### config.mk
export PLATFORM = sky130hd
export DESIGN_NAME = delay_line_sink
export DESIGN_NICKNAME = d
export VERILOG_FILES = /design/src/rtl/delay_line_sink.sv
export SDC_FILE = /design/constraint.sdc
export NUM_CORES = 1
export LEC_CHECK = 0
export CORE_AREA = 4 4 74 76
export CTS_BUF_LIST = sky130_fd_sc_hd__clkbuf_16
export DETAILED_ROUTE_END_ITERATION = 10
export DIE_AREA = 0 0 78 80
export DONT_BUFFER_PORTS = 1
export SETUP_SLACK_MARGIN = 0.02
export SLEW_MARGIN = 20
export SYNTH_ARGS = -nofsm -noshare
export SYNTH_HDL_FRONTEND = slang
export SYNTH_SLANG_ARGS = --single-unit
### constraint.sdc
create_clock -name clk -period 2.2 [get_ports clk]
set_input_delay 0.44 -clock clk [delete_from_list [all_inputs] [get_ports clk]]
set_output_delay 0.44 -clock clk [all_outputs]
set_load 0.02 [all_outputs]
### src/rtl/delay_line_sink.sv
// Receive-side FIFO for the fixed-latency delay line: buffers a valid-qualified stream
// with no upstream backpressure. Optional macro DELAY_LINE_SINK_BYPASS_EN adds an empty-FIFO bypass.
module delay_line_sink #(
    parameter int WIDTH = 8,
    parameter int DEPTH = 4
) (
    input  logic                       clk,
    input  logic                       rst_n,
    input  logic [WIDTH-1:0]           i_data,
    input  logic                       i_valid,
    output logic [WIDTH-1:0]           o_data,
    output logic                       o_valid,
    input  logic                       i_ready,
    output logic [$clog2(DEPTH):0]     o_count,
    output logic                       o_overflow
);
    localparam int PW = $clog2(DEPTH);
    localparam int CW = PW + 1;

    logic [WIDTH-1:0] mem [DEPTH];
    logic [PW-1:0]    wr_ptr, rd_ptr;
    logic [CW-1:0]    count;
    logic             overflow;
    logic             full, empty, bypass, pop_mem, take, push, drop;

    always_comb begin
        full    = (count == CW'(DEPTH));
        empty   = (count == '0);
`ifdef DELAY_LINE_SINK_BYPASS_EN
        bypass  = empty && i_valid;
`else
        bypass  = 1'b0;
`endif
        // pop_mem only ever touches stored entries; a bypassed word never enters mem
        pop_mem = !empty && i_ready;
        take    = bypass && i_ready;
        push    = i_valid && !take && (!full || pop_mem);
        drop    = i_valid && full && !pop_mem;
    end

`ifdef DELAY_LINE_SINK_BYPASS_EN
    assign o_valid = !empty || bypass;
    assign o_data  = bypass ? i_data : mem[rd_ptr];
`else
    assign o_valid = !empty;
    assign o_data  = mem[rd_ptr];
`endif
    assign o_count    = count;
    assign o_overflow = overflow;

    always_ff @(posedge clk) begin
        if (!rst_n) begin
            wr_ptr   <= '0;
            rd_ptr   <= '0;
            count    <= '0;
            overflow <= 1'b0;
            for (int i = 0; i < DEPTH; i++) mem[i] <= '0;
        end else begin
            if (push) begin
                mem[wr_ptr] <= i_data;
                wr_ptr      <= (wr_ptr == PW'(DEPTH - 1)) ? '0 : wr_ptr + 1'b1;
            end
            if (pop_mem)
                rd_ptr <= (rd_ptr == PW'(DEPTH - 1)) ? '0 : rd_ptr + 1'b1;
            case ({push, pop_mem})
                2'b10:   count <= count + 1'b1;
                2'b01:   count <= count - 1'b1;
                default: count <= count;
            endcase
            if (drop) overflow <= 1'b1;
        end
    end
endmodule
==> results of run 1 <==
flip-flops by register name (all words and copies together), names as in the netlist, named ones only:
register	flops
o_count	3
mem	32
rd_ptr	2
wr_ptr	2
o_overflow	1
power by group through the flow:
stage / Clock [mW] / Sequential, mW / Combinational (mW)
2_1_floorplan: 0 / 1.07 / 0.452
3_3_place_gp: 0 / 1.04 / 0.617
3_5_place_dp: 0 / 1.05 / 0.642
4_1_cts: 0.685 / 1.04 / 0.646
5_1_grt: 0.716 / 1.05 / 0.703
6_report: 0.680 / 1.03 / 0.647
area by class of cell:
| class | count | share of cell area |
|---|---|---|
| repair buffers | 15 | 0.0504 |
| well taps | 67 | 0.0376 |
| flip-flops and latches | 42 | 0.521 |
| inverters | 5 | 0.00841 |
| clock buffers | 5 | 0.0561 |
| multi-input cells | 84 | 0.322 |
| clock inverters | 3 | 0.00504 |
synthesized netlist by cell type:
cell type,count
edfxtp_1,32
and2_1,26
dfxtp_1,10
and3_1,8
mux4_2,8
nand2_1,8
o21ai_0,7
inv_1,5
clkbuf_1,3
ha_1,3
nor2_1,3
and4bb_4,2
mux2i_1,2
nand2b_1,2
nand3_1,2
o31ai_1,2
a21boi_0,1
a21oi_1,1
and4b_4,1
buf_1,1
buf_2,1
buf_6,1
fa_1,1
nor2b_1,1
nor2b_2,1
nor4b_4,1
or3_1,1
or3_2,1
xnor2_1,1
xor2_1,1
metal layers:
layer	track usage	wire length, um	vias to the layer above
met5	0	0	-
met4	0.0524	61	0
met3	0.0497	221	5
met2	0.229	2030	22
met1	0.146	1510	536
li1	-	-	527
final timing paths:
| path | startpoint | endpoint |
|---|---|---|
| worst max-delay path | o_count[1]$_SDFFE_PN0P_ | o_count[2]$_SDFFE_PN0P_ |
| worst min-delay path | rst_n | o_count[0]$_SDFFE_PN0P_ |
| worst max register to register | o_count[1]$_SDFFE_PN0P_ | o_count[2]$_SDFFE_PN0P_ |
| worst min register to register | rd_ptr[1]$_SDFFE_PN0N_ | rd_ptr[1]$_SDFFE_PN0N_ |
through the flow:
step	utilization	std cells	setup WS, ps	total power, mW
after global routing	0.473	221	63.6	2.47
after floorplan	-	137	24.5	1.52
after detailed placement	0.441	212	-4.37	1.69
after CTS	0.470	220	102	2.37
after global placement	0.441	212	82.5	1.66
final	0.473	221	164	2.36
cell families (layout without fill, tap and decap cells):
| logic type | Yosys count | in the layout |
|---|---|---|
| muxes | 10 | 10 |
| buffers and inverters | 11 | 28 |
| and+or+nand+nor | 57 | 57 |
| DFF | 42 | 42 |
| adders and majority gates | 4 | 4 |
| AOI/OAI and AO/OA | 11 | 11 |
| xor gates and xnor gates | 2 | 2 |
worst register-to-register path, cell delays in order (launching register included):
cell      delay [ps]
dfxtp_1          330
nor4b_4          310
nor2b_2           90
inv_2             70
ha_2             180
inv_1             60
fa_2             330
xor2_1           150
or3_1            300
a21boi_1         140
timing repair:
| item | 4_1_cts | 5_1_grt |
|---|---|---|
| gates resized for setup | 0 | 3 |
| buffers inserted | 0 | 1 |
| endpoints found under the setup margin | 0 | 1 |
==> qor.csv, run 1 <==
metric,value,unit
drive_above_1_share,0.247,
synth_top_family_by_area,simple AND/OR/NAND/NOR gates,
htreeDepth,2,
cp_max_fo,2,
ctsHoldBuffers,0,
die_area,6240,um2
mostFrequentLayoutCells,"32 x edfxtp_1, 26 x and2_1, 15 x buf_4",
pwr-share-seq,0.438,
synth_compound_area_frac,0.0325,
clock-root-buffer,clkbuf_16,
r2r_slack,160,ps
end_kind,flop,
placed_area,2080,um2
cts_sinks,42,
synth_area_per_cell,14.0,um2
worst-path-stages,9,
std_cell_rows,25,
place_congestion,0.677,
synth_adder_area_share,0.0299,
internal-power,1.66,mW
grt_use_total,0.132,
tightest_slew,425,ps
p_per_area,1060,nW/um2
multi_input_area,718,um2
power_switching,0.699,mW
grt_pass1_vias,1118,
num_io_pins,25,
port_buffers,0,
grt_pass1_wl,6060,um
insertion_delay,280,ps
seq_area,1160,um2
setup_tns,0,ps
outcome,"finished, final reports clean",
slew_headroom,0.716,
dp_hpwl,2620,um
max_freq,0.491,GHz
hold_depth,1,
path_class,reg -> reg,
ys_seq_area_frac,0.603,
setup_viol,0,
cpPeakStageDelay,330,ps
synthCells,137,
drc_errors,0,
layout_commonest_cell,edfxtp_1,
slowest_stage,dfxtp_1,
diodes,0,
cts_tree,done,
critPathBufInv,2,
path_delay_family,simple AND/OR/NAND/NOR gates,
die_w,78,um
route.vias.total,1090,
ys_warn_count,0,
start_kind,flop,
power_frac_comb,0.274,
drv_cap,0,
pwr-share-clk,0.288,
cts.path.max_buffers,2,
coreArea,4720,um2
routed_wl,3820,um
netlist_area,1920,um2
synthXorXnorAreaFrac,0.00910,
vdd_drop_max,0.000331,V
synth_mux_area_frac,0.104,
reg2reg_depth,9,
p_sw_frac,0.296,
clock_skew,2.15,ps
hold_violations,0,
min_period_over_period,0.925,
die_h,80,um
drt-initial-drc-count,55,
yosys.area_share.simple,0.195,
start_util,0.407,
drt-wirelength-per-cell,17.3,um
worstPathCellList,nor4b_4 -> nor2b_2 -> inv_2 -> ha_2 -> inv_1 -> fa_2 -> xor2_1 -> or3_1 -> a21boi_1,
timing.hold.ws,283,ps
synth-seq-cells,42,
hold_path_class,in -> reg,
clk_pin_slew,60,ps
n_fill_cell,413,
cp.arrival,2240,ps
antenna_found_initial,0,
power.leakage,0.861,nW
rsz0062_at_grt,false,
vias_per_cell,4.93,
grt_max_degree,28,
overflow,0,
area_delta_synth_final,16.0,%
yosysTopAreaCell,edfxtp_1,
synthTopCellsByArea,"edfxtp_1 50%, dfxtp_1 10%, mux4_2 9.4%",
finish.instance_area,2230,um2
synth.distinct_cells,30,
synth_fp_nets,153,
cts_made_buffers,5,
first_pass_iters,4,
slew_violations,0,
antenna_left,0,
period_needed,2040,ps
synth.top_cell.area_share,0.499,
crit_required,2400,ps
finalNetCount,169,
(Power assumes the default switching activity.)
==> run 2: changes to the inputs <==
- ABC_CLOCK_PERIOD_IN_PS: default -> 2200
- CTS_CLUSTER_DIAMETER: default -> 200
- GPL_TIMING_DRIVEN: default -> 0
==> run 2 against run 1 <==
Cell count decreased by 1.8%. Sequential share of layout area increased by 0.10 points. Critical path depth unchanged. Worst hold slack improved by 50 ps. Worst setup slack got worse by 150 ps. Clock-buffer cell count unchanged. Clock skew increased by 1.4 ps.
==> qor.csv, run 2 (synthesis results as in run 1) <==
metric,value,unit,change
hold_path_class,in -> reg,,
drive_above_1_share,0.240,,-0.00675
drt-wirelength-per-cell,17.2,um,-0.39%
r2r-start,o_count[1]$_SDFFE_PN0P_,,
clk_pin_slew,60,ps,about the same
hold_violations,0,,unchanged
std_cell_rows,25,,unchanged
area_delta_synth_final,16.5,%,
outcome,"finished, final reports clean",,
route.vias.total,1117,,+2.5%
timing.hold.ws,333,ps,+49.6 ps
first_pass_iters,4,,unchanged
r2r_slack,20,ps,-150 ps
finalNetCount,165,,-2.4%
drc_errors,0,,unchanged
path_class,reg -> reg,,
coreArea,4720,um2,unchanged
num_io_pins,25,,unchanged
grt_pass1_vias,1169,,+4.6%
clock_skew,3.53,ps,+1.39 ps
vdd_drop_max,0.000431,V,+30%
critPathLaunch,o_count[1]$_SDFFE_PN0P_,,
overflow,0,,unchanged
worstReg2RegEnd,o_count[2]$_SDFFE_PN0P_,,
die_w,78,um,unchanged
rsz0062_at_grt,true,,
grt_pass1_wl,5930,um,-2.2%
tightest_slew,894,ps,+469 ps
p_per_area,1110,nW/um2,+4.7%
end_kind,flop,,
clock-root-buffer,clkbuf_16,,
n_fill_cell,422,,+2.2%
htreeDepth,2,,unchanged
start_util,0.407,,unchanged
worstSetupEndpoint,o_count[2]$_SDFFE_PN0P_,,
setup_viol,0,,unchanged
cts.path.max_buffers,2,,unchanged
start_kind,flop,,
setup_ws,18.5,ps,-145 ps
die_h,80,um,unchanged
slew_violations,0,,unchanged
diodes,0,,unchanged
cts_sinks,42,,unchanged
insertion_delay,280,ps,about the same
dp_hpwl,2480,um,-5.5%
ctsHoldBuffers,0,,unchanged
place_ws,-214,ps,-209 ps
largest-register,mem,,
antenna_found_initial,0,,unchanged
cts_made_buffers,5,,unchanged
reg2reg_depth,9,,unchanged
period_needed,2180,ps,+145 ps
cp.arrival,2380,ps,+140 ps
max_freq,0.458,GHz,-6.7%
power.leakage,0.839,nW,-2.5%
setup_tns,0,ps,unchanged
place_congestion,0.670,,-1.1%
hold_depth,2,,+1
drt-initial-drc-count,82,,+49%
vias_per_cell,5.15,,+4.4%
largest_reg_flops,32,,unchanged
mostFrequentLayoutCells,"32 x edfxtp_1, 26 x and2_1, 8 x mux4_2, 8 x and3_1, 8 x nand2_1",,
min_period_over_period,0.992,,+0.0661
grt_use_total,0.128,,-0.00428
port_buffers,0,,unchanged
grt_max_degree,14,,-50%
slew_headroom,0.400,,-0.316
crit_required,2400,ps,about the same
antenna_left,0,,unchanged
layout_commonest_cell,edfxtp_1,,
routed_wl,3740,um,-2.2%
cts_tree,done,,
drv_cap,0,,unchanged
cp_max_fo,6,,+4
die_area,6240,um2,unchanged
## run 2: cell count changes in the layout (fill, tap and decap cells not counted), sizes merged
cell    before  now
buf         15    8
bufinv       0    1
clkbuf       5    8
clkinv       1    2
inv          7    5
## run 2: critical path, cell delays in order (launching register included)
cell	delay [ps]
dfxtp_4	390
nor4b_4	320
nor2b_2	90
inv_2	100
ha_4	140
inv_1	40
fa_1	360
xor2_1	160
or3_1	340
a21boi_1	150
## run 2: power by group
group	leakage [nW]	total (mW)	switching [mW]	internal, mW
sequential	0.419	1.09	0.107	0.978
combinational	0.337	0.581	0.327	0.254
clock	0.0836	0.817	0.286	0.531
## run 2: area by class of cell
class                           count  area [um2]  share of cell area
Buffer                              6        31.3              0.0140
Timing Repair Buffer                5        37.5              0.0167
Clock buffer                        5         125              0.0558
Clock inverter                      3        40.0              0.0179
Inverter                            5        18.8             0.00837
Sequential cell                    42        1170               0.522
Tap cell                           67        83.8              0.0374
Multi-Input combinational cell     84         736               0.328
## run 2: metrics by stage
stage / instances / instance area [um2] / utilization / power [mW]
finish: 217 / 2240 / 0.475 / 2.48
detailed placement: 204 / 2010 / 0.426 / 1.64
global placement: 204 / 2010 / 0.425 / 1.60
CTS: 215 / 2210 / 0.468 / 2.47
global route: 217 / 2240 / 0.475 / 2.59
floorplan: 137 / 1930 / - / 1.52
## run 2: what timing repair did
item                                    in CTS  in global routing
resized for setup                            5                  3
setup buffers                                3                  2
endpoints found under the setup margin       1                  2
pin swaps                                    2                  1
## run 2: per-layer routing
metal,vias up,global-route usage,share of wire
met5,-,0,0
met4,0,0.0420,0.012
met3,4,0.0418,0.073
met2,38,0.221,0.51
met1,557,0.150,0.40
li1,518,-,-
## run 2: worst min-delay path by stage
stage,slack [ps],to,startpoint
after global placement,490,rd_ptr[1]$_SDFFE_PN0N_,rd_ptr[1]$_SDFFE_PN0N_
after detailed placement,520,flop,rd_ptr[1]$_SDFFE_PN0N_
final,330,o_overflow$_SDFFE_PN0P_,i_valid
after CTS,330,o_overflow$_SDFFE_PN0P_,i_valid
after floorplan,470,flop,rd_ptr[1]$_SDFFE_PN0N_
after global routing,350,o_overflow$_SDFFE_PN0P_,i_valid
==> run 3: changes to the inputs <==
- ABC_CLOCK_PERIOD_IN_PS: 2200 -> 2800
- PLACE_DENSITY: default -> 0.59
- clock period: 2.2 -> 2.8 ns (I/O delays scaled with it)
==> run 3 against run 2 <==
Power fell by 28%. First-iteration DRC count decreased by 40%. Die area is the same. Combinational power shrank 28%. Critical endpoint unchanged. Largest power group unchanged. Highest routed layer unchanged.
==> qor.csv, run 3 (synthesis results as in run 1) <==
metric,value,unit,change
outcome,"finished, final reports clean",,
setup_tns,0,ps,unchanged
power.leakage,0.803,nW,-4.3%
antenna_left,0,,unchanged
min_period_over_period,0.910,,-0.0814
p_per_area,836,nW/um2,-25%
r2r_slack,250,ps,+230 ps
slew_violations,0,,unchanged
drc_errors,0,,unchanged
cts_setup_buffers,0,,-3
hold_violations,0,,unchanged
port_buffers,0,,unchanged
path_class,reg -> reg,,
place_congestion,0.687,,+2.5%
cts_tree,done,,
worstHoldStart,i_valid,,
std_cell_rows,25,,unchanged
grt_pass1_wl,6090,um,+2.8%
tightest_slew,912,ps,+18.1 ps
insertion_delay,280,ps,about the same
die_area,6240,um2,unchanged
hold_path_class,in -> reg,,
p_total,1.80,mW,-28%
r2r-start,o_count[2]$_SDFFE_PN0P_,,
drive_above_1_share,0.159,,-0.0814
num_io_pins,25,,unchanged
largest-register,mem,,
first_pass_iters,4,,unchanged
vdd_drop_max,0.000438,V,+1.5%
rsz0062_at_grt,false,,
diodes,0,,unchanged
worstReg2RegEnd,o_count[2]$_SDFFE_PN0P_,,
cp.arrival,2750,ps,+370 ps
setup_viol,0,,unchanged
drv_cap,0,,unchanged
period_needed,2550,ps,+367 ps
ctsResizeCount,0,,-5
slew_headroom,0.388,,-0.0121
grt_max_degree,13,,-1
cp_max_fo,6,,unchanged
cts.path.max_buffers,2,,unchanged
vias_per_cell,5.08,,-1.2%
clk_pin_slew,60,ps,about the same
overflow,0,,unchanged
grt_pass1_vias,1149,,-1.7%
routed_wl,3690,um,-1.3%
cts_made_buffers,5,,unchanged
drt-wirelength-per-cell,17.4,um,+1.0%
finalNetCount,160,,-3.0%
ctsHoldBuffers,0,,unchanged
max_freq,0.392,GHz,-14%
dp_hpwl,2490,um,+0.36%
antenna_found_initial,0,,unchanged
clock_skew,3.23,ps,-0.300 ps
route.vias.total,1078,,-3.5%
start_util,0.407,,unchanged
cts_sinks,42,,unchanged
largest_reg_flops,32,,unchanged
grt_use_total,0.131,,+0.00333
mostFrequentLayoutCells,"32 x edfxtp_1, 26 x and2_1, 10 x dfxtp_1",,
layout_commonest_cell,edfxtp_1,,
die_h,80,um,unchanged
holdPathEnd,o_overflow$_SDFFE_PN0P_,,
reg2reg_depth,9,,unchanged
end_kind,flop,,
area_delta_synth_final,11.8,%,
htreeDepth,2,,unchanged
die_w,78,um,unchanged
drt-initial-drc-count,49,,-40%
start_kind,flop,,
crit_required,3000,ps,+600 ps
hold_depth,2,,unchanged
coreArea,4720,um2,unchanged
clock-root-buffer,clkbuf_16,,
==> run 3: cell types whose count changed in the layout (fill, tap and decap cells not counted), moves of 2 or more <==
cell / change
buf_4: -5
dfxtp_1: +3
dfxtp_4: -2
inv_1: +2
==> run 3: critical path, cell delays in order, from the launching register on <==
cell      delay (ps)
dfxtp_1          510
nor4b_4          400
nor2b_2           90
inv_1            170
ha_1             210
inv_1             70
fa_1             390
xor2_1           160
or3_1            300
a21boi_0         170
==> run 3: power by group <==
| part | internal [mW] | switching (mW) | leakage, nW |
|---|---|---|---|
| Combinational | 0.174 | 0.245 | 0.313 |
| Sequential | 0.761 | 0.0803 | 0.417 |
| Clock | 0.322 | 0.215 | 0.0724 |
| Total | 1.26 | 0.541 | 0.803 |
==> run 3: how the worst max path moves through the flow <==
| stage | slack, ps | to | start | cells past startpoint |
|---|---|---|---|---|
| final | 250 | o_count[2]$_SDFFE_PN0P_ | o_count[2]$_SDFFE_PN0P_ | 9 |
| after global routing | 50 | o_count[2]$_SDFFE_PN0P_ | o_count[2]$_SDFFE_PN0P_ | 9 |
| after detailed placement | 230 | o_count[2]$_SDFFE_PN0P_ | i_ready | 9 |
| after floorplan | 490 | o_count[2]$_SDFFE_PN0P_ | i_ready | 9 |
| after global placement | 280 | mem[0][6]$_SDFFCE_PN0P_ | o_count[0]$_SDFFE_PN0P_ | 4 |
| after CTS | 210 | o_count[2]$_SDFFE_PN0P_ | o_count[2]$_SDFFE_PN0P_ | 9 |
==> run 3: per-stage QoR <==
stage	cell area, um2	setup WS [ps]	hold slack (ps)	cells	utilization
2_1_floorplan	1920	493	470	137	-
3_3_place_gp	2010	280	487	204	0.425
3_5_place_dp	2010	227	524	204	0.426
4_1_cts	2150	207	456	212	0.455
5_1_grt	2150	49.3	471	212	0.455
6_report	2150	251	456	212	0.455
==> run 3: area by class of cell <==
| class | instances | area, um2 |
|---|---|---|
| flip-flops and latches | 42 | 1160 |
| plain buffers | 6 | 31.3 |
| multi-input cells | 84 | 718 |
| inverters | 5 | 18.8 |
| clock inverters | 3 | 12.5 |
| clock buffers | 5 | 125 |
| fillers | 442 | 2570 |
| well taps | 67 | 83.8 |
==> run 3: metal layers <==
metal  wire length, um  global-route usage  vias up
li1                  -                   -      516
met1              1470               0.144      535
met2              1990               0.240       23
met3               212              0.0418        4
met4                23              0.0420        0
met5                 0                   0        -
